### config.mk
export PLATFORM = sky130hd
export DESIGN_NAME = ru_mem_arbiter
export DESIGN_NICKNAME = d
export VERILOG_FILES = /design/src/rtl/ru_arb_pkg.sv /design/src/rtl/ru_busy_timer.sv /design/src/rtl/ru_mem_arbiter.sv
export SDC_FILE = /design/constraint.sdc
export NUM_CORES = 1
export LEC_CHECK = 0
export BUFFER_PORTS_ARGS = -buffer_cell sky130_fd_sc_hd__buf_2
export CORE_MARGIN = 10
export CORE_UTILIZATION = 50
export DETAILED_ROUTE_END_ITERATION = 6
export GPL_TIMING_DRIVEN = 0
export PLACE_DENSITY_LB_ADDON = 0.05
export SLEW_MARGIN = 20
export SYNTH_ARGS = -nofsm -noshare
export SYNTH_HDL_FRONTEND = slang
export SYNTH_SLANG_ARGS = --single-unit
### constraint.sdc
create_clock -name clk -period 5.6 [get_ports clk]
set_input_delay 1.12 -clock clk [delete_from_list [all_inputs] [get_ports clk]]
set_output_delay 1.12 -clock clk [all_outputs]
set_load 0.05 [all_outputs]
### src/rtl/ru_arb_pkg.sv
// Shared types for the fetch/data memory arbiter: FSM states and requester identities.
package ru_arb_pkg;

    typedef enum logic [1:0] {
        IDLE   = 2'd0,
        ACCESS = 2'd1,
        RESP   = 2'd2
    } arb_state_t;

    typedef enum logic {
        REQ_I = 1'b0,
        REQ_D = 1'b1
    } arb_req_t;

endpackage

### src/rtl/ru_busy_timer.sv
// Saturating count of consecutive RAM stall cycles; flags the stall cycle that reaches the limit.
module ru_busy_timer #(
    parameter int TIMEOUT = 16,
    localparam int CNT_W  = $clog2(TIMEOUT + 1)
) (
    input  logic clk,
    input  logic rst,
    input  logic i_clr,
    input  logic i_en,
    output logic o_expired
);

    logic [CNT_W-1:0] r_count;

    always_ff @(posedge clk or posedge rst) begin
        if (rst) begin
            r_count <= '0;
        end else if (i_clr) begin
            r_count <= '0;
        end else if (i_en && (r_count != CNT_W'(TIMEOUT))) begin
            r_count <= r_count + 1'b1;
        end
    end

    // High during the stall cycle whose increment brings the count up to TIMEOUT.
    assign o_expired = i_en && (int'(r_count) >= TIMEOUT - 1);

endmodule

### src/rtl/ru_mem_arbiter.sv
// Round-robin arbiter sharing one single-port RAM between an instruction-fetch port and a data port.
module ru_mem_arbiter
    import ru_arb_pkg::*;
#(
    parameter int DATA_W  = 32,
    parameter int ADDR_W  = 32,
    parameter int TIMEOUT = 16
) (
    input  logic              clk,
    input  logic              rst,
    input  logic              i_req,
    input  logic              d_req,
    input  logic [ADDR_W-1:0] i_addr,
    input  logic [ADDR_W-1:0] d_addr,
    input  logic              d_wen,
    input  logic [DATA_W-1:0] d_wdata,
    output logic              i_ack,
    output logic              d_ack,
    output logic [DATA_W-1:0] i_rdata,
    output logic [DATA_W-1:0] d_rdata,
    output logic              i_err,
    output logic              d_err,
    output logic [ADDR_W-1:0] ram_addr,
    output logic [DATA_W-1:0] ram_wdata,
    output logic              ram_wen,
    input  logic [DATA_W-1:0] ram_rdata,
    input  logic              ram_busy
);

    arb_state_t        r_state;
    arb_state_t        w_state_next;
    arb_req_t          r_winner;
    arb_req_t          r_last;
    logic [ADDR_W-1:0] r_addr;
    logic [DATA_W-1:0] r_wdata;
    logic              r_wen;
    logic [DATA_W-1:0] r_i_rdata;
    logic [DATA_W-1:0] r_d_rdata;
    logic              r_i_err;
    logic              r_d_err;

    logic              w_any;
    arb_req_t          w_pick;
    logic [ADDR_W-1:0] w_pick_addr;
    logic              w_aligned;
    logic              w_expired;
    logic              w_resp_load;
    arb_req_t          w_resp_port;
    logic [DATA_W-1:0] w_resp_data;
    logic              w_resp_err;

    assign w_any = i_req || d_req;

    // On contention the port not served last wins; a lone request always wins.
    always_comb begin
        if (i_req && d_req) begin
            w_pick = (r_last == REQ_I) ? REQ_D : REQ_I;
        end else if (d_req) begin
            w_pick = REQ_D;
        end else begin
            w_pick = REQ_I;
        end
    end

    assign w_pick_addr = (w_pick == REQ_D) ? d_addr : i_addr;
    assign w_aligned   = (w_pick_addr[1:0] == 2'b00);

    ru_busy_timer #(
        .TIMEOUT (TIMEOUT)
    ) u_busy_timer (
        .clk       (clk),
        .rst       (rst),
        .i_clr     ((r_state == IDLE) && w_any && w_aligned),
        .i_en      ((r_state == ACCESS) && ram_busy),
        .o_expired (w_expired)
    );

    always_comb begin
        w_state_next = r_state;
        w_resp_load  = 1'b0;
        w_resp_port  = r_winner;
        w_resp_data  = '0;
        w_resp_err   = 1'b0;
        case (r_state)
            IDLE: begin
                if (w_any) begin
                    if (w_aligned) begin
                        w_state_next = ACCESS;
                    end else begin
                        w_state_next = RESP;
                        w_resp_load  = 1'b1;
                        w_resp_port  = w_pick;
                        w_resp_err   = 1'b1;
                    end
                end
            end
            ACCESS: begin
                if (!ram_busy) begin
                    w_state_next = RESP;
                    w_resp_load  = 1'b1;
                    w_resp_data  = ram_rdata;
                end else if (w_expired) begin
                    w_state_next = RESP;
                    w_resp_load  = 1'b1;
                    w_resp_err   = 1'b1;
                end
            end
            RESP:    w_state_next = IDLE;
            default: w_state_next = IDLE;
        endcase
    end

    always_ff @(posedge clk or posedge rst) begin
        if (rst) begin
            r_state   <= IDLE;
            r_winner  <= REQ_I;
            r_last    <= REQ_I;
            r_addr    <= '0;
            r_wdata   <= '0;
            r_wen     <= 1'b0;
            r_i_rdata <= '0;
            r_d_rdata <= '0;
            r_i_err   <= 1'b0;
            r_d_err   <= 1'b0;
        end else begin
            r_state <= w_state_next;
            if ((r_state == IDLE) && w_any) begin
                r_winner <= w_pick;
                if (w_aligned) begin
                    r_addr  <= w_pick_addr;
                    r_wdata <= (w_pick == REQ_D) ? d_wdata : '0;
                    r_wen   <= (w_pick == REQ_D) && d_wen;
                end else begin
                    r_wen   <= 1'b0;
                end
            end
            if (r_state == RESP) begin
                r_last <= r_winner;
            end
            if (w_resp_load) begin
                if (w_resp_port == REQ_D) begin
                    r_d_rdata <= w_resp_data;
                    r_d_err   <= w_resp_err;
                end else begin
                    r_i_rdata <= w_resp_data;
                    r_i_err   <= w_resp_err;
                end
            end
        end
    end

    // Command outputs are only meaningful in ACCESS; the write strobe is gated by state so reset kills it at once.
    assign ram_addr  = r_addr;
    assign ram_wdata = r_wdata;
    assign ram_wen   = (r_state == ACCESS) && r_wen;

    assign i_ack   = (r_state == RESP) && (r_winner == REQ_I);
    assign d_ack   = (r_state == RESP) && (r_winner == REQ_D);
    assign i_rdata = r_i_rdata;
    assign d_rdata = r_d_rdata;
    assign i_err   = r_i_err;
    assign d_err   = r_d_err;

endmodule

After elaboration in Yosys (flattened, before gate mapping)
Index checks and enable logic that the tools add are counted.
{ "totals": {"ff_bits": 140, "word_cells": 63} }
{ "op_classes": {"n_lt_le_gt_ge": 1, "bitwise": 2, "addsub": 1, "n_eq_ne": 5, "n_reduce_logical": 18, "n_mux": 25} }
{ "op_table": {"columns": ["operator", "count"], "rows": [
  ["32-bit two-way mux", 4],
  ["1-bit two-way mux", 12],
  ["1-bit logical AND", 10],
  ["5-bit two-way mux", 2],
  ["2-bit two-way mux", 4],
  ["2-bit AND reduction", 4],
  ["5-bit by 1-bit adder with 5-bit output (second input constant)", 1],
  ["5-bit by 4-bit greater-or-equal comparator with 1-bit output (second input constant)", 1],
  ["5-bit inequality test (second input constant)", 1],
  ["2-bit zero test", 2],
  ["1-bit one-hot mux with 2 select lines", 2],
  ["2-bit one-hot mux with 2 select lines", 1],
  ["3-bit by 2-bit inequality test with 1-bit output (second input constant)", 1],
  ["2-bit by 1-bit equality test with 1-bit output (second input constant)", 1],
  ["2-bit equality test (second input constant)", 1],
  ["2-bit inequality test (second input constant)", 1],
  ["1-bit inverter", 2],
  ["2-bit nonzero test", 1],
  ["1-bit logical OR", 1]
]} }

Longest topological paths before layout
{ "logic_depth": {"depth_word": 9, "mapped_depth": 9, "ltp_nobuf": 7} }

Modules after synthesis
A second synthesis with hierarchy kept.
{ "hier_totals": {"cells_unflattened": 675, "area_unflattened_um2": 6984.2} }
{ "modules_own_cells": {"columns": ["mod", "instances", "area_per_inst_um2", "cells_each"], "rows": [
  ["ru_mem_arbiter", 1, 6672.6, 642],
  ["ru_busy_timer", 1, 311.5, 33]
]} }

Worst setup path before layout
Ideal clock, no wire load.
{ "synth_path": {"path_kind": "register -> output", "startpoint": "register r_winner", "endpoint": "output d_ack", "arrival_time_ps": 1595, "required_ps": 4480, "n_path_buf": 1, "stages_incl_launch_ff": 4, "slack_ps": 2885, "path_cell_list": "dfrtp_1 clkbuf_1 clkinv_1 nor2_1"} }
{ "synth_between": {"elab_chain_len": 1} }
{ "synth_lines": {"columns": ["element", "line", "text"], "rows": [
  ["start: declaration", "ru_mem_arbiter.sv:32", "arb_req_t r_winner;"],
  ["start signal: assignment", "ru_mem_arbiter.sv:128", "r_winner <= w_pick;"],
  ["1-bit logical AND", "ru_mem_arbiter.sv:158", "assign d_ack = (r_state == RESP) && (r_winner == REQ_D);"],
  ["end: declaration", "ru_mem_arbiter.sv:18", "output logic d_ack,"]
]} }
Every way passes these cells.

Worst setup path in the final report
Ends and elaborated chain as after synthesis.

==> key figures <==
Clock network
  • Clock transition at path regs: 60 ps
  • Post CTS Setup Buffer Count: 0
  • Clk sinks: 140
  • Clock Path Buffers: 2
  • Clk Latency, worst-skew pair: 420 ps
  • CTS tree: built
  • Post-CTS sizing: 0
  • CTS Root Cell: clkbuf_16
  • H-tree Lvls: 4
  • Quantity of hold-fixing buffers added after cts: 0
  • TritonCTS Buffers: 17

Critical path
  • Crit Path Class: flip-flop to primary output
  • Worst Path Required: between 4000 and 5000 ps
  • R2r endpoint: d_rdata[5]
  • CP startpoint: r_winner
  • CP Launch Type: flip-flop
  • Critical Path AT: approximately 2100 ps
  • Reg2reg start: u_busy_timer.r_count[0]
  • Worst Path Max Fanout: 10
  • Critical path endpoint: d_ack
  • Reg2Reg Setup Slack: approximately 3100 ps
  • Reg2Reg Depth: 9
  • Worst Setup End Kind: primary output

Yosys
  • Synth Net Count: 807
  • Synth Instances: 670
  • Sequential share of the synthesized area: 50.1%
  • Synth unique cells: 49
  • Number of synthesized flops with an enable pin: 0
  • Syn Std Cell Area: 6990 sq um
  • Syn avg cell area: 10.4 sq um
  • Ys Warns: 0
  • FFs w/ async S/R, synth: 100%
  • FF+latch count, synth: between 100 and 150
  • Ys flop type: dfrtp_1

Job
  • Max_cap viols: 0

Drt
  • Initial DRC Count: around 690
  • Drt total wl: 24400 microns
  • # DRC: 0
  • Avg WL per Cell: approximately 21 microns
  • Antenna viol nets, final: 0
  • DRT Pass-1 Iters: 6
  • Drt via density: between 6 and 7
  • Via count: 7077

Power
  • P_leak: about 4.6 nW
  • Power Dens Cells: 758 nW/um^2
  • VDD IR max: 0.399 mV

Run status
  • Outcome: finished, final reports clean

STA
  • Relative slew margins: approximately 45%
  • Setup violations, final: 0
  • Worst Tran Pin Value: 797 ps
  • Crit share post-route: 58.0%
  • Crit path time final: 3250 ps
  • Fmax: 0.308 GHz
  • RSZ-0062 raised after global routing: false
  • Fin. Hold Viols: 0
  • Worst clock skew: 5.56 ps
  • Slew Viols, Final: 0

Floorplanning
  • Initial core utilization: 50.8%
  • Core region area: 13800 sq um
  • Io pins: roughly 270
  • Die ar.: between 15000 and 20000 sq um
  • Die H: 138 microns
  • Die W: 138 microns
  • Row cnt: 43

Placement
  • Post-Place Cells: 1116
  • Hpwl dp: 18100 microns
  • Cell Area, Placed: 8580 sq um
  • Global placement routability congestion: 0.878
  • IO buf count: approximately 270

GRT
  • Initial antenna violation count: 0
  • Total GRT Usage: 24.8%
  • Gr ovfl total: 0
  • First-pass GRT wire length: 39000 microns
  • Largest net degree at the start of global routing: about 110
  • Vias in the first global route: 7191

Layout
  • Final Instance Count excl. Fillers: ~1100
  • Filler Cell Count: 1167
  • Ant. Diodes: 0
  • Fraction of layout cells with a size suffix above 1: 34.8%
  • Design area: 9210 sq um
  • Final Util: roughly two thirds
  • # nets final: 1092
  • Synthesis-to-layout area growth: 31.8%

Min path
  • HP Class: flip-flop to flip-flop
[synth_stat cells, types with 3 or more instances]
| library cell | count | area, sq um |
|---|---|---|
| o221ai_1 | 33 | 289 |
| buf_2 | 17 | 85.1 |
| dfrtp_1 | 140 | 3500 |
| clkbuf_1 | 55 | 206 |
| nor2_1 | 12 | 45.0 |
| inv_1 | 6 | 22.5 |
| o211ai_1 | 64 | 480 |
| ha_1 | 3 | 37.5 |
| a22o_1 | 32 | 280 |
| a211oi_1 | 3 | 22.5 |
| mux2i_1 | 3 | 30.0 |
| a211o_1 | 33 | 289 |
| o21ai_0 | 4 | 20.0 |
| nand2_1 | 96 | 360 |
| buf_6 | 3 | 33.8 |
| o211a_1 | 33 | 330 |
| a221oi_1 | 33 | 289 |
| a21oi_1 | 30 | 150 |
| buf_4 | 3 | 22.5 |
| a31oi_1 | 32 | 200 |
[registers in the layout, indices dropped and copies added (netlist names)]
signal,cells
u_busy_timer.r_count,5
d_rdata,32
i_err,1
r_winner,1
r_last,1
d_err,1
ram_addr,32
i_rdata,32
ram_wdata,32
r_wen,1
r_state,2
[worst max-delay path, stage by stage (launching register included)]
cell and delay, ps:
dfrtp_1 340, clkbuf_1 390, clkinv_1 420, nor2_1 240, buf_2 320
[how the worst min path moves through the flow]
| stage | from | endpoint | slack [ps] | depth (start not counted) |
|---|---|---|---|---|
| final | ram_addr[0] | ram_addr[0] | 480 | 1 |
| after global routing | ram_addr[0] | ram_addr[0] | 500 | 1 |
| after CTS | ram_addr[0] | ram_addr[0] | 480 | 1 |
| after detailed placement | ram_addr[0] | ram_addr[0] | 470 | 1 |
| after global placement | ram_addr[0] | ram_addr[0] | 470 | 1 |
| after floorplan | r_wen | r_wen | 470 | 1 |
[routing by layer]
metal / GRT usage (%) / routed length (microns) / vias to the layer above
met2: 41.5 / 12200 / 391
met1: 29.3 / 9540 / 3459
met4: 8.93 / 461 / 0
met5: 0 / 0 / -
li1: - / - / 3188
met3: 7.74 / 2160 / 39
[kinds of logic after synthesis]
family / count (synthesis) / share of synthesized area (%)
simple gates: 123 / 7.32
buf+inv: 88 / 5.53
fa+ha+maj: 3 / 0.537
flops: 140 / 50.1
mux: 5 / 0.805
compound gates: 308 / 35.3
xor+xnor: 3 / 0.376
[area by class of cell]
class / instances / area (sq um) / share of cell area, %
well taps: 180 / 225 / 2.44
plain buffers: 81 / 360 / 3.91
repair buffers: 266 / 1350 / 14.7
clock buffers: 20 / 467 / 5.07
clock inverters: 12 / 168 / 1.82
flip-flops and latches: 140 / 3500 / 38.0
inverters: 7 / 33.8 / 0.367
multi-input cells: 442 / 3100 / 33.7
[power breakdown]
| part | switching (mW) | leakage [nW] | internal [mW] |
|---|---|---|---|
| clock network | 0.431 | 0.308 | 0.776 |
| logic | 2.88 | 2.61 | 1.05 |
| registers | 0.353 | 1.69 | 1.49 |
[stage by stage]
step	setup WS (ps)	TNS, ps	power [mW]	hold WS [ps]
3_3_place_gp	-829	-114770	5.68	468
5_1_grt	2230	0	7.33	499
4_1_cts	2390	0	7.00	484
2_1_floorplan	727	0	4.72	473
6_report	2350	0	6.98	484
3_5_place_dp	2390	0	5.78	465
[layout by cell type (no fill, tap or decap), types with 4 or more instances in the layout]
master     count
nand2_1       96
a221oi_1      33
a21oi_1       30
a22o_1        32
o21ai_0        4
clkinv_2       5
a211o_1       33
o211a_1       33
bufinv_16      4
a31oi_1       32
clkbuf_16     17
dfrtp_1      140
o221ai_1      33
o211ai_1      64
nor2_1        12
inv_1          5
clkbuf_1      55
buf_2        282
Note: power is estimated with default switching activity, not from simulation.
